### src/rtl/spi_slave_nbit.sv
// -----------------------------------------------------------------------------
// spi_slave_nbit
//   Parametrised SPI slave. SCK, SPISTE and SPISIMO are oversampled on clk_100
//   through SYNC_STAGES-deep synchronisers. The slave provides a buffered TX
//   holding register with a load handshake, back-to-back word streaming while
//   SPISTE stays low, and mid-word abort detection.
//
// Parameters
//   DATA_W       bits per word (4..32)
//   CPOL         SCK idle level
//   CPHA         0: sample on leading edge, 1: sample on trailing edge
//   LSB_FIRST    0: MSB first on both lines, 1: LSB first
//   SYNC_STAGES  synchroniser depth (2..3)
//
// Ports
//   clk_100    system clock (SCK half-period >= SYNC_STAGES+3 cycles)
//   RSTn       asynchronous active-low reset
//   SPISTE     chip select, active low
//   SCK        SPI clock
//   SPISIMO    master-out data
//   SPISOMI    slave-out data, registered
//   tx_data    word to transmit
//   tx_load    one-cycle strobe, latches tx_data when tx_ready=1
//   tx_ready   holding register free
//   rx_data    last complete received word
//   rx_valid   one-cycle pulse, rx_data updated
//   busy       word in progress (bit counter != 0 or synced STE low)
//   frame_err  one-cycle pulse, STE rose mid-word
//
// Optional feature (macro SPI_SLAVE_OVERRUN_EN)
//   rx_rd       strobe, consumer has taken rx_data
//   rx_overrun  sticky, set when a new word lands before the previous one
//               was acknowledged; cleared by rx_rd (set wins on collision)
// -----------------------------------------------------------------------------
module spi_slave_nbit #(
    parameter int DATA_W      = 16,
    parameter bit CPOL        = 1'b0,
    parameter bit CPHA        = 1'b1,
    parameter bit LSB_FIRST   = 1'b0,
    parameter int SYNC_STAGES = 2
) (
    input  logic              clk_100,
    input  logic              RSTn,
    input  logic              SPISTE,
    input  logic              SCK,
    input  logic              SPISIMO,
    output logic              SPISOMI,
    input  logic [DATA_W-1:0] tx_data,
    input  logic              tx_load,
    output logic              tx_ready,
    output logic [DATA_W-1:0] rx_data,
    output logic              rx_valid,
    output logic              busy,
    output logic              frame_err
`ifdef SPI_SLAVE_OVERRUN_EN
    ,
    input  logic              rx_rd,
    output logic              rx_overrun
`endif
);

    localparam int                CNT_W    = $clog2(DATA_W + 1);
    localparam logic [CNT_W-1:0]  CNT_FULL = CNT_W'(DATA_W);
    localparam logic [CNT_W-1:0]  CNT_LAST = CNT_W'(DATA_W - 1);

    typedef enum logic [1:0] {
        ST_IDLE,
        ST_LOAD,
        ST_ACTIVE
    } state_e;

    state_e                 state_q, state_d;
    logic [SYNC_STAGES-1:0] sck_sync_q, sck_sync_d;
    logic [SYNC_STAGES-1:0] ste_sync_q, ste_sync_d;
    logic [SYNC_STAGES-1:0] simo_sync_q, simo_sync_d;
    logic                   sck_prev_q, sck_prev_d;
    logic                   ste_prev_q, ste_prev_d;
    logic [DATA_W-1:0]      hold_q, hold_d;
    logic [DATA_W-1:0]      tx_shift_q, tx_shift_d;
    logic [DATA_W-1:0]      rx_shift_q, rx_shift_d;
    logic [DATA_W-1:0]      rx_data_q, rx_data_d;
    logic [CNT_W-1:0]       bit_cnt_q, bit_cnt_d;
    logic                   somi_q, somi_d;
    logic                   tx_ready_q, tx_ready_d;
    logic                   rx_valid_q, rx_valid_d;
    logic                   frame_err_q, frame_err_d;

    logic sck_s, ste_s, simo_s;
    logic lead_edge, trail_edge, sample_edge, shift_edge;
    logic [DATA_W-1:0] tx_next;

    // Bit that goes on the wire first for a given word.
    function automatic logic first_bit(input logic [DATA_W-1:0] w);
        return LSB_FIRST ? w[0] : w[DATA_W-1];
    endfunction

    assign sck_s  = sck_sync_q[SYNC_STAGES-1];
    assign ste_s  = ste_sync_q[SYNC_STAGES-1];
    assign simo_s = simo_sync_q[SYNC_STAGES-1];

    // Leading edge leaves the idle level, trailing edge returns to it.
    assign lead_edge   = (sck_s != sck_prev_q) && (sck_s != CPOL);
    assign trail_edge  = (sck_s != sck_prev_q) && (sck_s == CPOL);
    assign sample_edge = CPHA ? trail_edge : lead_edge;
    assign shift_edge  = CPHA ? lead_edge  : trail_edge;

    assign tx_next = LSB_FIRST ? {1'b0, tx_shift_q[DATA_W-1:1]}
                               : {tx_shift_q[DATA_W-2:0], 1'b0};

    always_comb begin
        // NOTE: every _d starts from its _q (or its pulse default) so that no
        // path through the case below leaves a signal unassigned and infers a latch.
        state_d     = state_q;
        sck_sync_d  = {sck_sync_q[SYNC_STAGES-2:0], SCK};
        ste_sync_d  = {ste_sync_q[SYNC_STAGES-2:0], SPISTE};
        simo_sync_d = {simo_sync_q[SYNC_STAGES-2:0], SPISIMO};
        sck_prev_d  = sck_s;
        ste_prev_d  = ste_s;
        hold_d      = hold_q;
        tx_shift_d  = tx_shift_q;
        rx_shift_d  = rx_shift_q;
        rx_data_d   = rx_data_q;
        bit_cnt_d   = bit_cnt_q;
        somi_d      = somi_q;
        tx_ready_d  = tx_ready_q;
        rx_valid_d  = 1'b0;
        frame_err_d = 1'b0;

        // A load accepted in the LOAD cycle still wins: LOAD copies the old
        // holding value, the new one is kept for the following word.
        if (tx_load && tx_ready_q) begin
            hold_d     = tx_data;
            tx_ready_d = 1'b0;
        end else if (state_q == ST_LOAD) begin
            tx_ready_d = 1'b1;
        end

        unique case (state_q)
            ST_IDLE: begin
                bit_cnt_d = '0;
                if (!ste_s && ste_prev_q) state_d = ST_LOAD;
            end

            ST_LOAD: begin
                tx_shift_d = hold_q;
                if (!CPHA) somi_d = first_bit(hold_q);
                state_d = ST_ACTIVE;
            end

            ST_ACTIVE: begin
                if (bit_cnt_q == CNT_FULL) begin
                    rx_data_d  = rx_shift_q;
                    rx_valid_d = 1'b1;
                    bit_cnt_d  = '0;
                    state_d    = ste_s ? ST_IDLE : ST_LOAD;
                end else if (ste_s && !(sample_edge && bit_cnt_q == CNT_LAST)) begin
                    // STE rising together with the final sample edge lets the
                    // word complete; any other rise abandons the partial word.
                    frame_err_d = (bit_cnt_q != '0);
                    bit_cnt_d   = '0;
                    state_d     = ST_IDLE;
                end else begin
                    if (sample_edge) begin
                        rx_shift_d = LSB_FIRST ? {simo_s, rx_shift_q[DATA_W-1:1]}
                                               : {rx_shift_q[DATA_W-2:0], simo_s};
                        bit_cnt_d  = bit_cnt_q + 1'b1;
                    end
                    if (shift_edge) begin
                        // With CPHA=0 the first bit was driven in LOAD, so a
                        // shift edge before the first sample (the trailing edge
                        // left over from the previous word) is ignored.
                        if (bit_cnt_q == '0) begin
                            if (CPHA) somi_d = first_bit(tx_shift_q);
                        end else begin
                            tx_shift_d = tx_next;
                            somi_d     = first_bit(tx_next);
                        end
                    end
                end
            end

            default: state_d = ST_IDLE;
        endcase
    end

    always_ff @(posedge clk_100 or negedge RSTn) begin
        if (!RSTn) begin
            state_q     <= ST_IDLE;
            sck_sync_q  <= {SYNC_STAGES{CPOL}};
            ste_sync_q  <= '1;
            simo_sync_q <= '0;
            sck_prev_q  <= CPOL;
            ste_prev_q  <= 1'b1;
            hold_q      <= '0;
            tx_shift_q  <= '0;
            rx_shift_q  <= '0;
            rx_data_q   <= '0;
            bit_cnt_q   <= '0;
            somi_q      <= 1'b0;
            tx_ready_q  <= 1'b1;
            rx_valid_q  <= 1'b0;
            frame_err_q <= 1'b0;
        end else begin
            // NOTE: non-blocking assignments keep every flop sampling the
            // pre-edge values, independent of statement order.
            state_q     <= state_d;
            sck_sync_q  <= sck_sync_d;
            ste_sync_q  <= ste_sync_d;
            simo_sync_q <= simo_sync_d;
            sck_prev_q  <= sck_prev_d;
            ste_prev_q  <= ste_prev_d;
            hold_q      <= hold_d;
            tx_shift_q  <= tx_shift_d;
            rx_shift_q  <= rx_shift_d;
            rx_data_q   <= rx_data_d;
            bit_cnt_q   <= bit_cnt_d;
            somi_q      <= somi_d;
            tx_ready_q  <= tx_ready_d;
            rx_valid_q  <= rx_valid_d;
            frame_err_q <= frame_err_d;
        end
    end

    assign SPISOMI   = somi_q;
    assign tx_ready  = tx_ready_q;
    assign rx_data   = rx_data_q;
    assign rx_valid  = rx_valid_q;
    assign frame_err = frame_err_q;
    assign busy      = (bit_cnt_q != '0) || !ste_s;

`ifdef SPI_SLAVE_OVERRUN_EN
    logic rx_pending_q, rx_pending_d;
    logic rx_overrun_q, rx_overrun_d;

    // Pending tracks an unacknowledged word; a new word on top of it is an
    // overrun. The set term is evaluated last so it wins over rx_rd.
    always_comb begin
        rx_pending_d = rx_pending_q;
        rx_overrun_d = rx_overrun_q;
        if (rx_rd) begin
            rx_pending_d = 1'b0;
            rx_overrun_d = 1'b0;
        end
        if (rx_valid_d) begin
            rx_pending_d = 1'b1;
            if (rx_pending_q) rx_overrun_d = 1'b1;
        end
    end

    always_ff @(posedge clk_100 or negedge RSTn) begin
        if (!RSTn) begin
            rx_pending_q <= 1'b0;
            rx_overrun_q <= 1'b0;
        end else begin
            rx_pending_q <= rx_pending_d;
            rx_overrun_q <= rx_overrun_d;
        end
    end

    assign rx_overrun = rx_overrun_q;
`endif

endmodule

### config.mk
export PLATFORM = sky130hd
export DESIGN_NAME = spi_slave_nbit
export DESIGN_NICKNAME = d
export VERILOG_FILES = /design/src/rtl/spi_slave_nbit.sv
export SDC_FILE = /design/constraint.sdc
export NUM_CORES = 1
export LEC_CHECK = 0
export BUFFER_PORTS_ARGS = -buffer_cell sky130_fd_sc_hd__buf_2
export CAP_MARGIN = 0
export CORE_MARGIN = 2
export CORE_UTILIZATION = 30
export CTS_CLUSTER_DIAMETER = 80
export CTS_CLUSTER_SIZE = 25
export DETAILED_ROUTE_END_ITERATION = 6
export PLACE_DENSITY = 0.58
export SETUP_SLACK_MARGIN = 0.5
export SYNTH_ARGS = -nofsm -noshare
export SYNTH_HDL_FRONTEND = slang
export SYNTH_SLANG_ARGS = --single-unit
export TNS_END_PERCENT = 30
### constraint.sdc
create_clock -name clk_100 -period 4.5 [get_ports clk_100]
set_input_delay 0.675 -clock clk_100 [delete_from_list [all_inputs] [get_ports clk_100]]
set_output_delay 0.675 -clock clk_100 [all_outputs]
set_load 0.01 [all_outputs]
==> out/results.md <==
| Result | Reported | Unit |
|---|---|---|
| Sequential fraction of the synthesis area | 0.620 | - |
| Die height | 110 | um |
| Syn. warnings | 0 | - |
| Required @ worst endpoint | 3.83 | ns |
| Per-cell routed wire length | 13.3 | um |
| DIE AREA | 12100 | sq um |
| Max Clock Skew | 0.00531 | ns |
| Sum of negative setup slack | 0 | ns |
| Placed cell count | 414 | - |
| Worst Setup Slack, final | 1.83 | ns |
| Share of the core filled with cells | 0.355 | - |
| Number of nets in the layout | 310 | - |
| Leak | 1.91 | nW |
| DP Wirelength | 3740 | um |
| Global-route wire length before repair | 9690 | um |
| Number of setup violations in the final report | 0 | - |
| Transition at the pin with the smallest max-transition slack | 1.06 | ns |
| Peak clock frequency supported by timing | 374 | MHz |
| Fraction of the mapped netlist area in simple logic gates | 0.0611 | - |
| Number of buffers inserted to repair setup after CTS | 0 | - |
| Reg-to-reg slack, setup | 2.24 | ns |
| Share of the synthesized netlist area taken by xor and xnor gates | 0.00261 | - |
| Total number of clock tree sinks | 83 | - |
| Gate power share | 0.155 | - |
| Vias post-DR | 1920 | - |
| Placeable Area | 10900 | sq um |
| Number of distinct library cell variants in the gate-level netlist after synthesis | 34 | - |
| Arrival @ worst endpoint | 2.00 | ns |
| Global-route usage over all layers | 0.108 | - |
| Post-synthesis compound-gate area fraction | 0.0551 | - |
| Worst-case vdd ir drop | 0.198 | mV |
| Post-DRT Antenna Nets | 0 | - |
| Adder-cell share of the synthesized area | 0.0112 | - |
| Number of global-route vias before repair | 1983 | - |
| Startpoint-to-endpoint class of the critical path | reg -> out | - |
| Clock buffer count from CTS | 9 | - |
| Seq pwr share | 0.567 | - |
| CTS clk-pin slew, worst paths | 0.08 | ns |
| Die outline width | 110 | um |
| Clock root cell | sky130_fd_sc_hd__clkbuf_8 | - |
| Multiplexer fraction of the synthesized cell area | 0.217 | - |
| Fillers | 1079 | - |
| Post-route clock period utilization | 0.594 | - |
| Hold crit path type | in -> async | - |
| Number of cells on the worst reg-to-reg path | 3 | - |
| Pint | 1.26 | mW |
| TritonCTS clock tree | yes | - |
| Final hold violation count | 0 | - |
| Layout area overhead | 15.0 | % |
| Headroom to the max-slew limit | 0.296 | - |
| Total of hold buffers inserted after clock tree synthesis | 0 | - |
| Combinational family with the most area after synthesis | multiplexers | - |
| Unrepaired setup endpoints after global routing | false | - |
| Worst Setup Slack post-DPL | 2.22 | ns |
| Pre-antenna DRT Iters | 4 | - |
| Antenna Diode Count | 0 | - |
| Ratio of total power to cell area | 450 | nW/um^2 |
| Fraction of final layout cells with drive strength greater than 1 | 0.403 | - |
| Row count | 38 | - |
| Maximum number of pins on one net before global-route repair | 52 | - |
| Max Cap Viol | 0 | - |
| Skew-Pair Late Insertion Delay | 0.36 | ns |
| IO Port Bufs | 42 | - |
| First-iteration detailed-routing DRC count | 49 | - |
| Average cell area after synthesis | 14.1 | sq um |
| Min Tclk post-route | 2.67 | ns |
| CP Capture Type | output pin | - |
| Post-synthesis cell area | 3360 | sq um |
| Drt drc | 0 | - |
| Maximum fanout along the worst path | 5 | - |
| Resize count post-CTS | 0 | - |
| Psw | 480 | uW |
| Flops & latches, synth | 83 | - |
| Initial antenna violation count | 0 | - |
| Final Max Slew Viols | 0 | - |
| Net count of the mapped netlist | 264 | - |
| Routability congestion estimate | 0.746 | - |
| Total wire length | 5730 | um |
| Result of the run | complete, no violations | - |
| Count of mapped cells out of synthesis | 239 | - |
| Effective utilization at floorplan | 0.309 | - |
| Clock network fraction of design power | 0.278 | - |
| Sw Ratio | 0.276 | - |
| Final-layout worst hold slack | 0.337 | ns |
| Leftover overflow at the end of global routing | 0 | - |
| Type of origin of the critical path | flop | - |
| H-tree Lvls | 3 | - |
| Final cell count without fillers | 430 | - |
| Number of buffers on the longest clock path | 2 | - |
| Ports | 43 | - |
| Drt via density | 4.47 | - |
[critical path, stage by stage (launching register included)]
cell and delay [ns]:
sky130_fd_sc_hd__dfrtp_1 0.42, sky130_fd_sc_hd__inv_1 0.07, sky130_fd_sc_hd__ha_1 0.15, sky130_fd_sc_hd__nor3b_1 0.51, sky130_fd_sc_hd__and2_1 0.25, sky130_fd_sc_hd__nand2_1 0.09, sky130_fd_sc_hd__buf_2 0.15
[cells in the final DEF (no fill, tap or decap), drive strengths merged, types with 4 or more instances in the layout]
master  netlist  final
o21ai         5      5
inv          11     11
mux2         48     48
clkbuf        1     12
buf           8     44
nand2         9      9
dfrtp        79     79
a21oi        16     16
dfstp         4      4
nor2         16     16
mux2i        19     19
[Yosys cell counts (all sizes together)]
cell type	number	area (sq um)
nor2b	1	6.26
buf	8	66.3
nor3	2	10.0
o22ai	1	6.26
a2111oi	1	27.5
o41ai	1	16.3
mux2i	19	190
mux2	48	541
or3	1	6.26
and3	1	6.26
xor2	1	8.76
inv	11	41.3
nor3b	1	7.51
a22o	1	8.76
nand2	9	33.8
nor2	16	60.1
o21ai	5	25.0
dfrtp	79	1980
and4bb	1	16.3
or3b	1	8.76
and2	1	6.26
nand3	2	22.5
a21oi	16	80.1
dfstp	4	105
ha	3	37.5
nand2b	3	21.3
o31ai	1	21.3
clkbuf	1	3.75
[power by group through the flow]
| stage | Clock, mW | Sequential (mW) | Combinational, mW |
|---|---|---|---|
| final | 0.483 | 0.985 | 0.270 |
| after global routing | 0.537 | 1.00 | 0.310 |
| after CTS | 0.511 | 0.987 | 0.277 |
| after global placement | 0 | 1.00 | 0.266 |
| after detailed placement | 0 | 1.00 | 0.275 |
| after floorplan | 0 | 0.974 | 0.216 |
[metrics by stage]
| step | total power [mW] | area, sq um |
|---|---|---|
| finish | 1.74 | 3860 |
| CTS | 1.77 | 3860 |
| global placement | 1.27 | 3690 |
| global route | 1.85 | 3860 |
| detailed placement | 1.28 | 3690 |
| floorplan | 1.19 | 3360 |
[final timing paths]
check | start | end
setup / recovery | bit_cnt_q[0] | busy
hold reg to reg | ste_sync_q[0] | ste_sync_q[1]
hold / removal | RSTn | hold_q[9]
setup reg to reg | state_q[0] | tx_shift_q[0]
min in group clk_100 | ste_sync_q[0] | ste_sync_q[1]
max in group asynchronous | RSTn | rx_shift_q[11]
[flip-flops by register name, summed over array words and instances (netlist names)]
| name | cells |
|---|---|
| bit_cnt_q | 5 |
| sck_prev_q | 1 |
| rx_data | 16 |
| rx_valid | 1 |
| SPISOMI | 1 |
| tx_shift_q | 16 |
| hold_q | 16 |
| ste_prev_q | 1 |
| state_q | 2 |
| frame_err | 1 |
| simo_sync_q | 2 |
| sck_sync_q | 2 |
| ste_sync_q | 2 |
| tx_ready | 1 |
| rx_shift_q | 16 |
[metal layers]
metal	up-vias	wire length (um)	global-route usage
met5	-	0	0
met4	0	144	0.0597
met3	13	261	0.0373
met2	37	2600	0.164
met1	956	2730	0.133
li1	914	-	-
[cells by family after synthesis]
| group | after synthesis |
|---|---|
| DFF | 83 |
| buffers and inverters | 20 |
| adders and majority gates | 3 |
| AOI/OAI and AO/OA | 26 |
| xor gates and xnor gates | 1 |
| muxes | 67 |
| and+or+nand+nor | 39 |
[cell type report]
type | instances | area, sq um | share of cell area
repair buffers | 44 | 228 | 0.0589
clock buffers | 12 | 145 | 0.0376
multi-input cells | 136 | 1170 | 0.302
flip-flops and latches | 83 | 2080 | 0.539
clock inverters | 4 | 26.3 | 0.00680
inverters | 11 | 41.3 | 0.0107
well taps | 140 | 175 | 0.0453
Note: power is estimated with default switching activity, not from simulation.
